--- config.mk ---
export PLATFORM = sky130hd
export DESIGN_NAME = counter_access_arbiter
export DESIGN_NICKNAME = d
export VERILOG_FILES = /design/src/rtl/counter_access_arbiter.sv
export SDC_FILE = /design/constraint.sdc
export NUM_CORES = 1
export LEC_CHECK = 0
export CAP_MARGIN = 20
export CELL_PAD_IN_SITES_DETAIL_PLACEMENT = 1
export CELL_PAD_IN_SITES_GLOBAL_PLACEMENT = 1
export CORE_MARGIN = 2
export CORE_UTILIZATION = 30
export CTS_BUF_LIST = sky130_fd_sc_hd__clkbuf_16
export CTS_CLUSTER_SIZE = 28
export DETAILED_ROUTE_END_ITERATION = 7
export PLACE_DENSITY = 0.63
export SYNTH_ARGS = -nofsm -noshare
export SYNTH_HDL_FRONTEND = slang
export SYNTH_SLANG_ARGS = --single-unit
--- constraint.sdc ---
create_clock -name clk -period 2.2 [get_ports clk]
set_input_delay 0.33 -clock clk [delete_from_list [all_inputs] [get_ports clk]]
set_output_delay 0.33 -clock clk [all_outputs]
set_load 0.005 [all_outputs]
--- src/rtl/counter_access_arbiter.sv ---
// Round-robin arbiter that shares one self-timed up-counter among NREQ clients.
// Each command runs a four-phase ctr_req/ctr_ack handshake, then checks and reports the count.
module counter_access_arbiter #(
  parameter int NREQ        = 4,
  parameter int WIDTH       = 8,
  parameter int SYNC_STAGES = 2,
  parameter int TIMEOUT     = 15
) (
  input  logic             clk,
  input  logic             reset_n,
  input  logic [NREQ-1:0]  req,
  input  logic [NREQ-1:0]  op,
  output logic [NREQ-1:0]  gnt,
  output logic [NREQ-1:0]  done,
  output logic [WIDTH-1:0] cnt_val,
  output logic             ctr_enable,
  output logic             ctr_clr,
  output logic             ctr_req,
  input  logic             ctr_ack,
  input  logic [WIDTH-1:0] ctr_out,
  output logic             err,
  input  logic             err_clr
);

  localparam int IDXW = (NREQ > 1) ? $clog2(NREQ) : 1;
  localparam logic [3:0] TMO_LAST = 4'(TIMEOUT - 1);

  typedef enum logic [2:0] {
    S_IDLE,
    S_SETUP,
    S_REQ,
    S_REL,
    S_SAMPLE,
    S_DONE,
    S_ERR
  } state_t;

  state_t state;

  logic [IDXW-1:0]        rr_ptr;
  logic [IDXW-1:0]        gnt_idx;
  logic [IDXW-1:0]        pick_idx;
  logic [IDXW-1:0]        cand;
  logic                   pick_valid;
  logic                   op_l;
  logic [3:0]             timer;
  logic [SYNC_STAGES-1:0] ack_sync;
  logic [WIDTH-1:0]       out_sync [SYNC_STAGES];
  logic [WIDTH-1:0]       out_prev;
  logic                   ack_s;
  logic [WIDTH-1:0]       out_s;
  logic [WIDTH-1:0]       exp_val;

  assign ack_s   = ack_sync[SYNC_STAGES-1];
  assign out_s   = out_sync[SYNC_STAGES-1];
  assign exp_val = op_l ? '0 : cnt_val + WIDTH'(1);

  // Both ack and count cross from the counter's self-timed domain.
  always_ff @(posedge clk or negedge reset_n) begin
    if (!reset_n) begin
      ack_sync <= '0;
      for (int i = 0; i < SYNC_STAGES; i++) out_sync[i] <= '0;
      out_prev <= '0;
    end else begin
      ack_sync    <= {ack_sync[SYNC_STAGES-2:0], ctr_ack};
      out_sync[0] <= ctr_out;
      for (int i = 1; i < SYNC_STAGES; i++) out_sync[i] <= out_sync[i-1];
      out_prev <= out_s;
    end
  end

  // Scan downward so the requester closest to rr_ptr is the last one written.
  always_comb begin
    pick_valid = 1'b0;
    pick_idx   = '0;
    cand       = '0;
    for (int i = NREQ - 1; i >= 0; i--) begin
      cand = IDXW'((int'(rr_ptr) + i) % NREQ);
      if (req[cand]) begin
        pick_valid = 1'b1;
        pick_idx   = cand;
      end
    end
  end

  always_ff @(posedge clk or negedge reset_n) begin
    if (!reset_n) begin
      state      <= S_IDLE;
      rr_ptr     <= '0;
      gnt_idx    <= '0;
      op_l       <= 1'b0;
      timer      <= '0;
      gnt        <= '0;
      done       <= '0;
      cnt_val    <= '0;
      ctr_enable <= 1'b0;
      ctr_clr    <= 1'b0;
      ctr_req    <= 1'b0;
      err        <= 1'b0;
    end else begin
      done <= '0;
      if (err_clr) err <= 1'b0;
      case (state)
        S_IDLE: begin
          if (pick_valid) begin
            gnt        <= NREQ'(1) << pick_idx;
            gnt_idx    <= pick_idx;
            op_l       <= op[pick_idx];
            ctr_enable <= ~op[pick_idx];
            ctr_clr    <= op[pick_idx];
            state      <= S_SETUP;
          end
        end
        S_SETUP: begin
          ctr_req <= 1'b1;
          timer   <= '0;
          state   <= S_REQ;
        end
        S_REQ: begin
          if (ack_s) begin
            ctr_req <= 1'b0;
            timer   <= '0;
            state   <= S_REL;
          end else if (timer == TMO_LAST) begin
            ctr_req    <= 1'b0;
            ctr_enable <= 1'b0;
            ctr_clr    <= 1'b0;
            gnt        <= '0;
            err        <= 1'b1;
            state      <= S_ERR;
          end else begin
            timer <= timer + 4'd1;
          end
        end
        S_REL: begin
          if (!ack_s) begin
            state <= S_SAMPLE;
          end else if (timer == TMO_LAST) begin
            ctr_enable <= 1'b0;
            ctr_clr    <= 1'b0;
            gnt        <= '0;
            err        <= 1'b1;
            state      <= S_ERR;
          end else begin
            timer <= timer + 4'd1;
          end
        end
        // A count is trusted only once it reads the same on two cycles in a row.
        S_SAMPLE: begin
          if (out_s == out_prev) begin
            cnt_val    <= out_s;
            done       <= gnt;
            gnt        <= '0;
            ctr_enable <= 1'b0;
            ctr_clr    <= 1'b0;
            rr_ptr     <= (gnt_idx == IDXW'(NREQ - 1)) ? '0 : gnt_idx + IDXW'(1);
            if (out_s != exp_val) err <= 1'b1;
            state <= S_DONE;
          end
        end
        S_DONE: state <= S_IDLE;
        S_ERR: begin
          if (err_clr) state <= S_IDLE;
        end
        default: state <= S_IDLE;
      endcase
    end
  end

endmodule
# [Yosys cells after proc, flatten, opt, wreduce, memory -nomap -nowiden]
# Cells that the tools add are included.
[word_totals] wordCells=114 output_inout_bits=20 in_bits=20 register_bits=58
[op_classes] n_bitwise=1 n_shift=1 add_sub_neg=6 magnitude_cmp=5 reduce_logical=10 n_eq_ne=15 mux=60
[op_table] operator="2-to-1 mux 4 bit" n=10
[op_table] operator="2-to-1 mux 1 bit" n=26
[op_table] operator="2-to-1 mux 3 bit" n=6
[op_table] operator="one-hot mux 3 bit (6 select lines)" n=1
[op_table] operator="one-hot mux 4 bit (4 select lines)" n=1
[op_table] operator="less-than comparator 2 x 3 -> 1 bit, second input constant" n=5
[op_table] operator="one-hot mux 4 bit (3 select lines)" n=1
[op_table] operator="binary-select mux 1 bit (select 2 bit)" n=5
[op_table] operator="2-to-1 mux 2 bit" n=5
[op_table] operator="inequality test 2 bit, second input constant" n=5
[op_table] operator="adder 8 x 1 -> 8 bit, second input constant" n=1
[op_table] operator="== test 8 bit" n=1
[op_table] operator="2-to-1 mux 8 bit" n=1
[op_table] operator="inequality test 8 bit" n=1
[op_table] operator="one-hot mux 1 bit (4 select lines)" n=2
[op_table] operator="AND reduction 2 bit" n=4
[op_table] operator="== test 3 x 2 -> 1 bit, second input constant" n=2
[op_table] operator="== test 3 bit, second input constant" n=2
[op_table] operator="AND reduction 5 bit" n=1
[op_table] operator="adder 2 x 1 -> 2 bit, second input constant" n=2
[op_table] operator="adder 2 bit, second input constant" n=2
[op_table] operator="adder 4 x 1 -> 4 bit, second input constant" n=1
[op_table] operator="== test 4 bit, second input constant" n=1
[op_table] operator="nonzero test 4 bit" n=1
[op_table] operator="other kinds (11)" n=11

# [Logic depth before layout (Yosys ltp)]
# Gate-level depths: netlist of the first run.
[depth] depth_word=12 ltp_mapped=8 depth_no_buf=8

# [Worst setup path after synthesis of the first run]
# No wires, ideal clock.
[synth_timing] path_type="flip-flop to flip-flop" from="register cnt_val[0]" to="register err" stages_incl_launch_ff=8 required_ns=2.076 arrival_ns=1.650 synth_period_minus_slack_ns=1.773 path_slack_ns=0.427 path_buffers=0 setup_time_ns=0.124 path_cell_list="dfrtp_1 -> ha_1 -> xnor2_1 -> a31oi_1 -> o32ai_1 -> and3_1 -> o311ai_1 -> o31a_1"
[synth_via] elab_chain_cells=6
[synth_rtl] item="start: declaration" line_no="15" rtl="output logic [WIDTH-1:0] cnt_val,"
[synth_rtl] item="start signal: assignment" line_no="151" rtl="cnt_val <= out_s;"
[synth_rtl] item="adder 8 x 1 -> 8 bit" line_no="56" rtl="assign exp_val = op_l ? '0 : cnt_val + WIDTH'(1);"
[synth_rtl] item="2-to-1 mux 8 bit" line_no="56"
[synth_rtl] item="inequality test 8 bit" line_no="157" rtl="if (out_s != exp_val) err <= 1'b1;"
[synth_rtl] item="2-to-1 mux 1 bit" line_no="157"
[synth_rtl] item="2-to-1 mux 1 bit" line_no="150" rtl="if (out_s == out_prev) begin"
[synth_rtl] item="one-hot mux 1 bit (3 select lines)" line_no="103" rtl="case (state)"
[synth_rtl] item="end signal: assignment" line_no="99" rtl="err <= 1'b0;"
[synth_rtl] item="end signal: assignment" line_no="102" rtl="if (err_clr) err <= 1'b0;"
[synth_rtl] item="end signal: assignment" line_no="157"
[synth_rtl] item="end: declaration" line_no="21" rtl="output logic err,"
# Every way passes these cells.
# A chain may end at the register's enable or synchronous reset.

# [Final worst setup path of the first run]
[layout_timing] from="register cnt_val[1]" to="register err"
# Same word-level chain as after synthesis.

==> metrics.md, run 1 <==
| Metric | Value |
|---|---|
| Crit path DAT | `2100 ps` |
| Period Utilization, post-route | `86.1%` |
| Final min period | `1900 ps` |
| CTS Buffer Depth | `2` |
| Clk pwr share | `38.3%` |
| Sw frac | `30.2%` |
| Detailed Route WL | `6010 um` |
| DP HPWL | `4170 um` |
| Die span in y | `96.2 um` |
| Placeable Area | `8220 um2` |
| RSZ-0062 raised after global routing | `false` |
| Io pins | `40` |
| Slew at the pin with the worst max-slew slack | `640 ps` |
| Die Footprint | `9260 um2` |
| CTS resizes | `0` |
| Row cnt | `33` |
| DRT Pass-1 Iters | `6` |
| Number of synthesized register bits | `58` |
| Seq/Total Area, Yosys | `56.9%` |
| CTS Buf Count | `9` |
| TritonCTS clock tree | `built` |
| DRC | `0` |
| Share of flip-flops with an asynchronous set or reset | `100%` |
| Post-synth EDFFs | `0` |
| Largest net degree at the start of global routing | `32` |
| Syn_area_per_cell | `11.6 um2` |
| Antenna violations before repair | `0` |
| Die X | `96.2 um` |
| Synth Net Count | `244` |
| Worst Clk Skew | `5.27 ps` |
| Clock Latency Late Sink | `320 ps` |
| Synth Area in Simple Gates | `11.2%` |
| Drt via density | `4.87` |
| Sequential power share | `39.0%` |
| Primary FF master, synth | `dfrtp_1` |
| Max-slew violations | `0` |
| Largest family of logic cells by synthesized area | `compound AO/OA/AOI/OAI gates` |
| Leak | `1.48 nW` |
| GRT Residual Overflow | `0` |
| I/O Buffers | `39` |
| Gate power share | `22.7%` |
| Total GRT Usage | `15.0%` |
| Vias in the first global route | `1991` |
| Pwr dens | `1070 nW/um2` |
| Crit Path Max Fanout | `6` |
| HP Class | `in2async` |
| Net switching power | `1.10 mW` |
| Slew HR | `57.3%` |
| Root Buffer | `clkbuf_16` |
| Setup Fix Bufs, Post-CTS | `0` |
| Synthesized area | `2550 um2` |
| CTS H-tree lvls | `3` |
| XOR/XNOR Fraction of Synth Area | `6.18%` |
| First-pass GRT wire length | `10300 um` |
| Iter 0 DRT Violations | `81` |
| Pwr Total | `3.64 mW` |
| Initial Util | `31.0%` |
| CP Class | `reg2reg` |
| Final core utilization | `41.5%` |
| Req. time, crit path | `2400 ps` |
| VDD IR max | `465 uV` |
| Max Cap Viol | `0` |
| Area Overhead vs Synth | `33.6%` |
| Max Freq | `528 MHz` |
| Endpoints failing hold | `0` |
| Layout cells sized above 1 | `14.5%` |
| Synthesis Warnings | `0` |
| Nets | `295` |
| Compound-Gate Fraction of Synth Area | `13.5%` |
| Synth Area in Adders | `1.96%` |
| CP endpoint kind | `flip-flop` |
| Gate Count Post-Synth | `220` |
| Startpoint Class | `flip-flop` |
| Drt wl/cell | `15.8 um` |
| Via Count | `1855` |
| Commonest non-fill, non-tap cells in the layout | `dfrtp_1, clkdlybuf4s50_1, inv_1, nor2_1, xnor2_1` |
| Clk pin slew, worst setup/hold paths | `50 ps` |
| Yosys cell types | `44` |
| Commonest non-fill, non-tap cell in the layout | `dfrtp_1` |
| Final setup vio count | `0` |
| Mux contribution to synthesized area | `6.38%` |
| Fillers | `894` |
| CTS hold repair buffers | `0` |
| Setup_tns | `0 ps` |
| Antenna Cells | `0` |
| Clock Sinks | `58` |
| Final ANT Viol Nets | `0` |
| RePlAce Congestion | `0.767` |
| Internal power | `2.54 mW` |
| Status | `completed` |
final cells by class:
type | instances | area [um2] | area share [%]
Clock inverter | 7 | 78.8 | 2.31
Sequential cell | 58 | 1450 | 42.6
Timing Repair Buffer | 48 | 465 | 13.7
Inverter | 15 | 56.3 | 1.65
Tap cell | 105 | 131 | 3.85
Clock buffer | 9 | 225 | 6.61
Multi-Input combinational cell | 139 | 1000 | 29.4
final timing paths:
path / start / endpoint / slack, ps / cells past startpoint
setup / recovery: cnt_val[1] / err / 300 / 7
hold / removal: reset_n / out_sync[14] / 30 / 1
setup reg to reg: cnt_val[1] / err / 300 / 7
hold reg to reg: ack_sync[0] / ack_sync[1] / 350 / 0
max in group asynchronous: reset_n / ctr_enable / 1580 / 2
min in group clk: ack_sync[0] / ack_sync[1] / 350 / 0
power by group through the flow:
stage	clock [mW]	sequential (mW)	combinational (mW)
6_report	1.39	1.42	0.826
5_1_grt	1.49	1.46	0.916
4_1_cts	1.44	1.42	0.836
3_5_place_dp	0	1.44	0.817
3_3_place_gp	0	1.43	0.796
2_1_floorplan	0	1.34	0.543
kinds of logic (layout without fill, tap and decap cells):
kind of cell / count (synthesis) / in the layout
mux: 15 / 15
simple gates: 53 / 53
xor+xnor: 18 / 18
compound gates: 49 / 49
fa+ha+maj: 4 / 4
flops: 58 / 58
buf+inv: 23 / 79
registers in the layout, summed over array words and instances, names as in the netlist:
| name | flops |
|---|---|
| ack_sync | 2 |
| cnt_val | 8 |
| ctr_clr | 1 |
| ctr_enable | 1 |
| ctr_req | 1 |
| done | 4 |
| err | 1 |
| gnt | 4 |
| gnt_idx | 2 |
| op_l | 1 |
| out_prev | 8 |
| out_s | 8 |
| out_sync | 8 |
| rr_ptr | 2 |
| state | 3 |
| timer | 4 |
cells in the mapped netlist, drive strengths merged, types with 3 or more instances:
cell | count | area (um2)
dfrtp | 58 | 1450
xnor2 | 12 | 105
inv | 15 | 56.3
a21oi | 10 | 50.1
nor2 | 15 | 56.3
mux2i | 5 | 50.1
nand3 | 6 | 35.0
clkbuf | 4 | 16.3
o21ai | 11 | 55.1
mux2 | 10 | 113
a22o | 8 | 70.1
o2bb2ai | 3 | 26.3
nand2b | 3 | 18.8
nand2 | 11 | 41.3
or3 | 3 | 18.8
a21o | 3 | 23.8
buf | 4 | 26.3
xor2 | 6 | 52.6
nand4 | 4 | 25.0
ha | 4 | 50.1
and3 | 3 | 18.8
per-layer routing:
layer	vias up	part of all wire (%)	global-route usage [%]	wire length [um]
met3	7	3.2	3.68	194
met1	932	47	19.8	2810
met4	0	1.3	6.43	78
met5	-	0	0	0
li1	883	-	-	-
met2	33	49	23.3	2930
stage by stage:
| stage | setup WS (ps) | cell area [um2] | hold slack (ps) | instances |
|---|---|---|---|---|
| 6_report | 305 | 3410 | 28.6 | 381 |
| 5_1_grt | 174 | 3410 | 82.8 | 381 |
| 4_1_cts | 264 | 3410 | 54.1 | 381 |
| 3_5_place_dp | 49.4 | 3110 | 336 | 365 |
| 3_3_place_gp | 129 | 3110 | 332 | 365 |
| 2_1_floorplan | 427 | 2550 | 34.4 | 220 |
worst max-delay path, cell delays in order, from the launching register on:
cell and delay [ps]:
dfrtp_1 440, ha_1 350, and4b_1 190, a31oi_1 40, o32ai_1 150, and3_1 200, o311ai_1 90, o31a_1 310
(Power assumes the default switching activity.)
==> run 2, diff against run 1 <==
- CAP_MARGIN: 20 -> default
- CORE_UTILIZATION: 30 -> 42
- PLACE_DENSITY: 0.63 -> 0.82
==> run 2 against run 1 <==
Sequential power is essentially flat. Setup slack lost 65 ps. Largest cell class unchanged. Flip-flop and latch count is the same. Critical path depth is the same. Core utilization grew 16 points. Clock-buffer cell count is the same. The flow now finishes with violations (hold timing). Register-to-register slack lost 60 ps. Cell area shrank 1.2%. Power grew 1.4%. Fmax shrank 3.3%. Global-route usage grew 4.9 points.
==> metrics.md, run 2 (synthesized netlist as in run 1, its figures left out) <==
| Metric | Value |
|---|---|
| Crit path DAT | `2170 ps (was 2100 ps)` |
| Final core utilization | `57.2% (was 41.5%)` |
| Slew at the pin with the worst max-slew slack | `475 ps (was 640 ps)` |
| Die span in y | `81.9 um (was 96.2 um)` |
| Worst path cell trace | `ha_1 -> xnor2_1 -> a31oi_1 -> o32ai_1 -> and3_1 -> o311ai_1 -> o31a_1 (was ha_1 -> and4b_1 -> a31oi_1 -> o32ai_1 -> and3_1 -> o311ai_1 -> o31a_1)` |
| Vias in the first global route | `1977 (was 1991)` |
| CTS Buf Count | `9 (unchanged)` |
| Req. time, crit path | `2410 ps (was 2400 ps)` |
| Via Count | `1882 (was 1855)` |
| Antenna violations before repair | `0 (unchanged)` |
| Pre-CTS worst setup slack | `-6.76 ps (was 49.4 ps)` |
| Initial Util | `43.3% (was 31.0%)` |
| Max Cap Viol | `0 (unchanged)` |
| DRT Pass-1 Iters | `4 (was 6)` |
| Endpoints failing hold | `1 (was 0)` |
| Max stage delay on crit path | `470 ps (was 440 ps)` |
| Io pins | `40 (unchanged)` |
| Final ANT Viol Nets | `0 (unchanged)` |
| Crit Path Max Fanout | `9 (was 6)` |
| Nets | `294 (was 295)` |
| Antenna Cells | `0 (unchanged)` |
| CP max stage cell | `dfrtp_1 (unchanged)` |
| Die X | `81.9 um (was 96.2 um)` |
| Die Footprint | `6710 um2 (was 9260 um2)` |
| Clock Latency Late Sink | `320 ps (about the same)` |
| Area Overhead vs Synth | `32.0% (was 33.6%)` |
| Clock Sinks | `58 (unchanged)` |
| CTS H-tree lvls | `3 (unchanged)` |
| Clk pwr share | `39.2% (was 38.3%)` |
| RSZ-0062 raised after global routing | `false (unchanged)` |
| Period Utilization, post-route | `89.1% (was 86.1%)` |
| Pwr dens | `1090 nW/um2 (was 1070 nW/um2)` |
| Sequential cell area | `1450 um2 (unchanged)` |
| Placeable Area | `5890 um2 (was 8220 um2)` |
| Area of the multi-input gates | `1000 um2 (unchanged)` |
| Max Freq | `510 MHz (was 528 MHz)` |
| Slew HR | `68.0% (was 57.3%)` |
| CP endpoint kind | `flip-flop (unchanged)` |
| Sequential power share | `38.8% (was 39.0%)` |
| Sw frac | `28.7% (was 30.2%)` |
| Failing checks | `hold timing` |
| Final min period | `1960 ps (was 1900 ps)` |
| Net switching power | `1.06 mW (was 1.10 mW)` |
| Post-route cell area | `3370 um2 (was 3410 um2)` |
| CTS Buffer Depth | `2 (unchanged)` |
| PnR worst setup slack | `240 ps (was 305 ps)` |
| DP HPWL | `3900 um (was 4170 um)` |
| GRT Residual Overflow | `0 (unchanged)` |
| CP Class | `reg2reg (unchanged)` |
| Final setup vio count | `0 (unchanged)` |
| Max-slew violations | `0 (unchanged)` |
| Drt via density | `5.39 (was 4.87)` |
| CTS resizes | `0 (unchanged)` |
| Setup Fix Bufs, Post-CTS | `0 (unchanged)` |
| Row cnt | `28 (was 33)` |
| TritonCTS clock tree | `built (unchanged)` |
| Largest net degree at the start of global routing | `59 (was 32)` |
| Status | `complete, but fails checks (was completed)` |
| Worst Clk Skew | `6.96 ps (was 5.27 ps)` |
| Clk pin slew, worst setup/hold paths | `50 ps (about the same)` |
| Internal power | `2.63 mW (was 2.54 mW)` |
| VDD IR max | `590 uV (was 465 uV)` |
| RePlAce Congestion | `0.796 (was 0.767)` |
| DRC | `0 (unchanged)` |
| Root Buffer | `clkbuf_16 (unchanged)` |
| Placed Cells | `334 (was 365)` |
| Fillers | `607 (was 894)` |
| CTS hold repair buffers | `0 (unchanged)` |
| HP Class | `in2async (unchanged)` |
| I/O Buffers | `39 (unchanged)` |
| Layout cells sized above 1 | `13.5% (was 14.5%)` |
| Leak | `1.49 nW (was 1.48 nW)` |
| Commonest non-fill, non-tap cells in the layout | `dfrtp_1, clkdlybuf4s50_1, inv_1, nor2_1, xnor2_1 (unchanged)` |
| Non-filler cells, final | `349 (was 381)` |
| Gate power share | `22.0% (was 22.7%)` |
| Detailed Route WL | `6110 um (was 6010 um)` |
| Iter 0 DRT Violations | `53 (was 81)` |
| Drt wl/cell | `17.5 um (was 15.8 um)` |
| Hold slack | `-4.67 ps (was 28.6 ps)` |
| First-pass GRT wire length | `9670 um (was 10300 um)` |
| Commonest non-fill, non-tap cell in the layout | `dfrtp_1 (unchanged)` |
| Total GRT Usage | `19.9% (was 15.0%)` |
| Placed Instance Area | `3060 um2 (was 3110 um2)` |
| Startpoint Class | `flip-flop (unchanged)` |
## run 2: changes by cell type in the layout (fill, tap and decap cells not counted), sizes merged
cell and delta:
clkinvlp -3, clkinv +2, buf -1, bufinv +1, inv -1
## run 2: path summary, 6_finish.rpt
kind                              start         end  slack, ps  depth (start not counted)
setup / recovery             cnt_val[0]         err        240                          7
hold / removal                  reset_n    timer[3]         -5                          2
setup reg to reg             cnt_val[0]         err        240                          7
hold reg to reg            out_sync[10]    out_s[2]        350                          0
max in group asynchronous       reset_n  cnt_val[3]       1940                          2
min in group clk           out_sync[10]    out_s[2]        350                          0
## run 2: layout make-up
cell class / instances / area share, %
Multi-Input combinational cell: 139 / 29.7
Timing Repair Buffer: 47 / 13.6
Tap cell: 75 / 2.79
Clock buffer: 9 / 6.69
Sequential cell: 58 / 43.1
Inverter: 15 / 1.67
Clock inverter: 6 / 2.45
## run 2: stage by stage
| step | hold slack (ps) | power, mW | TNS (ps) |
|---|---|---|---|
| 3_5_place_dp | 336 | 2.23 | -6.76 |
| 3_3_place_gp | 332 | 2.21 | 0 |
| 4_1_cts | 18.0 | 3.71 | 0 |
| 2_1_floorplan | 34.4 | 1.89 | 0 |
| 5_1_grt | 30.5 | 3.86 | 0 |
| 6_report | -4.67 | 3.69 | 0 |
## run 2: layer usage
metal | share of wire [%] | wire length [um] | GRT usage (%) | vias up
met2 | 48 | 2960 | 31.5 | 38
met1 | 46 | 2800 | 25.1 | 944
met4 | 2.3 | 142 | 10.8 | 0
li1 | - | - | - | 888
met3 | 3.4 | 209 | 4.62 | 12
met5 | 0 | 0 | 0 | -
## run 2: critical path, delay by kind of cell (launching register included)
| kind | cells | cell delay (ps) |
|---|---|---|
| adders and majority gates | 1 | 380 |
| AOI/OAI and AO/OA | 4 | 650 |
| DFF | 1 | 470 |
| and+or+nand+nor | 1 | 190 |
| xor gates and xnor gates | 1 | 160 |
## run 2: power groups by stage
stage / clock, mW / sequential [mW] / combinational [mW]
final: 1.45 / 1.43 / 0.812
after global routing: 1.50 / 1.45 / 0.902
after CTS: 1.46 / 1.43 / 0.822
after detailed placement: 0 / 1.44 / 0.795
after global placement: 0 / 1.43 / 0.773
after floorplan: 0 / 1.34 / 0.543
